### src/rtl/fu_result_arbiter.sv
// Result-path arbiter: round-robin selection of one FU per cycle for the CDB
// broadcast and for the ROB write port, each path with its own pointer.
module fu_result_arbiter #(
   parameter int NFU = 4
) (
   input  logic                    clk,
   input  logic                    rst,
   input  logic                    flush,
   input  logic [NFU-1:0]          cdb_req,
   input  logic [NFU-1:0][3:0]     cdb_req_id,
   input  logic [NFU-1:0][7:0]     cdb_req_val,
   output logic [NFU-1:0]          cdb_grant,
   output logic                    cdb_valid,
   output logic [3:0]              cdb_id,
   output logic [7:0]              cdb_val,
   input  logic [NFU-1:0]          rob_req,
   input  logic [NFU-1:0][3:0]     rob_req_robid,
   input  logic [NFU-1:0][7:0]     rob_req_flags,
   input  logic [NFU-1:0][7:0]     rob_req_wbs,
   input  logic [NFU-1:0][7:0]     rob_req_value,
   input  logic                    rob_ready,
   output logic [NFU-1:0]          rob_grant,
   output logic                    rob_valid,
   output logic [3:0]              rob_robid,
   output logic [7:0]              rob_flags,
   output logic [7:0]              rob_wbs,
   output logic [7:0]              rob_value
);

   localparam int PW = (NFU > 1) ? $clog2(NFU) : 1;

   // Handshake: an FU holds req and payload until its grant bit is seen high
   // in a cycle; that cycle is the transfer, and the result appears on the
   // registered outputs with a one-cycle valid strobe on the next edge.

   logic [PW-1:0] ptr_cdb;
   logic [PW-1:0] ptr_rob;
   logic [PW:0]   cdb_pick;
   logic [PW:0]   rob_pick;
   logic [PW-1:0] cdb_win;
   logic [PW-1:0] rob_win;
   logic          cdb_fire;
   logic          rob_fire;
   logic [PW-1:0] cdb_ptr_next;
   logic [PW-1:0] rob_ptr_next;

   // Returns {found, index}; scanning backwards lets the closest index to ptr win.
   function automatic logic [PW:0] rr_pick(input logic [NFU-1:0] req,
                                           input logic [PW-1:0]  ptr);
      logic [PW:0]   res;
      logic [PW-1:0] idx_p;
      int            idx;
      res = '0;
      for (int k = NFU - 1; k >= 0; k--) begin
         idx   = (int'(ptr) + k) % NFU;
         idx_p = PW'(idx);
         if (req[idx_p]) begin
            res = {1'b1, idx_p};
         end
      end
      return res;
   endfunction

   function automatic logic [PW-1:0] ptr_after(input logic [PW-1:0] win);
      return (win == PW'(NFU - 1)) ? '0 : win + 1'b1;
   endfunction

   always_comb begin
      cdb_pick     = rr_pick(cdb_req, ptr_cdb);
      rob_pick     = rr_pick(rob_req, ptr_rob);
      cdb_win      = cdb_pick[PW-1:0];
      rob_win      = rob_pick[PW-1:0];
      cdb_fire     = cdb_pick[PW] & ~flush & ~rst;
      rob_fire     = rob_pick[PW] & rob_ready & ~flush & ~rst;
      cdb_ptr_next = ptr_after(cdb_win);
      rob_ptr_next = ptr_after(rob_win);
   end

   always_comb begin
      cdb_grant = '0;
      rob_grant = '0;
      if (cdb_fire) begin
         cdb_grant[cdb_win] = 1'b1;
      end
      if (rob_fire) begin
         rob_grant[rob_win] = 1'b1;
      end
   end

   always_ff @(posedge clk or posedge rst) begin
      if (rst) begin
         ptr_cdb   <= '0;
         cdb_valid <= 1'b0;
         cdb_id    <= '0;
         cdb_val   <= '0;
      end else begin
         cdb_valid <= cdb_fire;
         if (cdb_fire) begin
            ptr_cdb <= cdb_ptr_next;
            cdb_id  <= cdb_req_id[cdb_win];
            cdb_val <= cdb_req_val[cdb_win];
         end
      end
   end

   // Payload registers hold between writes; only the strobe marks new data.
   always_ff @(posedge clk or posedge rst) begin
      if (rst) begin
         ptr_rob   <= '0;
         rob_valid <= 1'b0;
         rob_robid <= '0;
         rob_flags <= '0;
         rob_wbs   <= '0;
         rob_value <= '0;
      end else begin
         rob_valid <= rob_fire;
         if (rob_fire) begin
            ptr_rob   <= rob_ptr_next;
            rob_robid <= rob_req_robid[rob_win];
            rob_flags <= rob_req_flags[rob_win];
            rob_wbs   <= rob_req_wbs[rob_win];
            rob_value <= rob_req_value[rob_win];
         end
      end
   end

endmodule

### config.mk
export PLATFORM = sky130hd
export DESIGN_NAME = fu_result_arbiter
export DESIGN_NICKNAME = d
export VERILOG_FILES = /design/src/rtl/fu_result_arbiter.sv
export SDC_FILE = /design/constraint.sdc
export NUM_CORES = 1
export LEC_CHECK = 0
export BUFFER_PORTS_ARGS = -buffer_cell sky130_fd_sc_hd__buf_2
export CORE_AREA = 2 2 105 107
export CTS_CLUSTER_DIAMETER = 40
export DETAILED_ROUTE_END_ITERATION = 12
export DIE_AREA = 0 0 107 109
export GPL_TIMING_DRIVEN = 1
export PLACE_DENSITY = 0.71
export SLEW_MARGIN = 0
export SYNTH_ARGS = -nofsm -noshare
export SYNTH_HDL_FRONTEND = slang
export SYNTH_SLANG_ARGS = --single-unit
### constraint.sdc
create_clock -name clk -period 6.05 [get_ports clk]
set_clock_uncertainty 0.2 [all_clocks]
set_input_delay 1.21 -clock clk [delete_from_list [all_inputs] [get_ports clk]]
set_output_delay 1.21 -clock clk [all_outputs]
set_load 0.02 [all_outputs]
==> results_dict.tcl <==
set metrics [dict create \
    setup_tns_ps 0 \
    cts_hold_buffers 0 \
    gr-total-overflow 0 \
    ys_warn_count 0 \
    cts_tree "done" \
    hpwl_mm 9.20 \
    gp_congestion 0.874 \
    async_flop_share_pct 100 \
    p_leak_nw 2.48 \
    cp-startpoint "rob_req[0]" \
    antenna-diode-count 0 \
    hold_path_startpoint "cdb_val[6]" \
    numCtsBuffers 5 \
    die_x_um 107 \
    core_um2 10600 \
    gr-usage-met1_pct 22.4 \
    grt_pass1_vias 3505 \
    numPortBuffers 221 \
    synth.cell_area_um2 3520 \
    max_freq_ghz 0.220 \
    crit_path_top_delay_cell "nor2_2" \
    cp_cell_sequence "buf_2, mux2i_1, nor2_2, nor3_2, inv_2, ha_1, and2_1, buf_2" \
    design.final.nets 763 \
    track_usage_pct 18.8 \
    antenna_found_initial 0 \
    finalCriticalPeriod_ps 4540 \
    cp-start-kind "input pin" \
    instances_no_fill 724 \
    vias_per_cell 5.30 \
    multi_input_comb_area_um2 2130 \
    finalSetupViolCount 0 \
    die-area_um2 11700 \
    rsz0062_at_grt "false" \
    grt_pass1_wl_mm 17.3 \
    worst_setup_path_end_kind "output port" \
    synthFlopType "dfrtp_1" \
    slew_violations 0 \
    vdd_drop_max_v 0.000121 \
    row_count 38 \
    crit_path_frequent_cell "buf_2" \
    avgSynthCellArea_um2 8.99 \
    wl_per_cell_um 16.2 \
    hold_violations 0 \
    critPathTopFamily "simple AND/OR/NAND/NOR gates" \
    holdWs_ps 288 \
    dp_slack_ps 1610 \
    clockRootBuffer "clkbuf_8" \
    drt-total-wl_mm 11.7 \
    drt-initial-drc-count 290 \
    power_density_nw_per_um2 316 \
    fill_cells 1063 \
    fin_ws_ps 1510 \
    area_growth_pct 34.6 \
    ys_seq_area_share_pct 32.7 \
    drc 0 \
    drt_pass1_iterations 4 \
    maxSlewHeadroom_pct 19.1 \
    max_stage_delay_ps 930 \
    path_max_fanout 29 \
    timing.final.crit_share_pct 75.1 \
    use_met3_pct 3.71 \
    grt_max_degree 47 \
    grt.busiest_layer "met2" \
    synth_nets 571 \
    final_layout_size_suffix_gt1_share_pct 43.5 \
    ant_nets 0 \
    outcome "completed" \
    clockBufferDepth 2 \
    regArea_um2 1150 \
    clk_latency_ps 300 \
    synth.distinct_cells 41 \
    placedCellCount 716 \
    cts_sinks 46 \
    chipHeight_um 109 \
    synth_edf_count 0 \
    io_pins 222 \
    synth-seq-cells 46 \
    worstPathRequired_ps 4640 \
    critPathKind "input pin to output port" \
    clkTransAtPathRegs_ps 90 \
    cts_setup_buffers 0 \
    grt_util_met2_pct 33.6 \
    fin_util_pct 44.6 \
    initial_core_util_pct 33.2 \
    arrival_ps 3130 \
    worstMarginPinSlew_ps 1210 \
    rr_startpoint "ptr_rob[1]" \
    synth_cells 391 \
    vias 3838 \
    hp-class "flip-flop to flip-flop" \
    maxCapViolations 0 \
    cts_max_level 2 \
    crit_buf_inv 3 \
    cts_resized 0 \
]
## final cells by class
| cell class | instances | share of cell area [%] |
|---|---|---|
| Clock buffer | 6 | 1.53 |
| Timing Repair Buffer | 224 | 23.8 |
| Multi-Input combinational cell | 297 | 45.0 |
| Sequential cell | 46 | 24.3 |
| Clock inverter | 2 | 0.793 |
| Tap cell | 140 | 3.70 |
| Inverter | 9 | 0.819 |
## cells in the mapped netlist, types with 3 or more instances
cell / number / area, µm²
o211ai_1: 28 / 210
and3_1: 8 / 50.1
a21oi_1: 5 / 25.0
inv_1: 4 / 15.0
and2_1: 8 / 50.1
nand4_1: 28 / 175
ha_1: 8 / 100
o31ai_1: 28 / 210
nand2_1: 49 / 184
a21o_1: 29 / 218
dfrtp_1: 46 / 1150
a21boi_0: 13 / 97.6
buf_4: 4 / 30.0
buf_2: 9 / 45.0
o21ai_0: 12 / 60.1
mux2i_1: 42 / 420
o311ai_1: 12 / 105
clkbuf_1: 19 / 71.3
inv_2: 4 / 15.0
buf_1: 3 / 11.3
and3_2: 4 / 30.0
nor2_1: 3 / 11.3
## sequential cells by signal, indices dropped and copies added, names as in the netlist
signal / flops
rob_valid: 1
cdb_valid: 1
rob_wbs: 8
rob_flags: 8
cdb_id: 4
ptr_rob: 2
ptr_cdb: 2
rob_robid: 4
cdb_val: 8
rob_value: 8
## metrics by stage
stage / total power (W) / cell area (µm²)
finish: 0.00150 / 4730
global route: 0.00160 / 4730
CTS: 0.00151 / 4730
detailed placement: 0.00127 / 4620
global placement: 0.00125 / 4620
floorplan: 0.00103 / 3520
## final timing paths
path                                end  slack (ps)  cells past startpoint
setup / recovery           rob_grant[2]        1510                      8
hold / removal               cdb_val[6]         290                      2
setup reg to reg           rob_flags[7]        2870                      7
hold reg to reg              cdb_val[6]         290                      2
max in group asynchronous    cdb_val[2]        4090                      2
min in group asynchronous     cdb_valid         950                      2
## cell families after synthesis
group	Yosys count	share of synthesized area, %
fa+ha+maj	8	2.85
simple gates	111	16.6
buf+inv	48	6.94
mux	42	12.0
flops	46	32.7
compound gates	136	28.9
## per-layer routing
| layer | vias up | wire length [µm] |
|---|---|---|
| met1 | 1759 | 4670 |
| met4 | 0 | 248 |
| met5 | - | 0 |
| li1 | 1862 | - |
| met2 | 196 | 5860 |
| met3 | 21 | 954 |
## placed cells by master, fill, tap and decap left out, drive strengths merged, types with 12 or more instances in the layout
cell    instances
a21boi         13
a21o           29
mux2i          42
nand4          28
buf           224
o311ai         12
o31ai          28
o211ai         28
nand2          50
o21ai          14
dfrtp          46
and3           12
## worst min-delay path: stages (launching register included)
cell and delay (ps):
dfrtp_1 350, nand2_1 50, o311ai_1 60
## power breakdown
group          total [W]  switching (W)  internal (W)
clock network   0.000236       0.000113      0.000123
logic           0.000776       0.000481      0.000295
registers       0.000485      0.0000696      0.000415
total            0.00150       0.000663      0.000834
(Power assumes the default switching activity.)
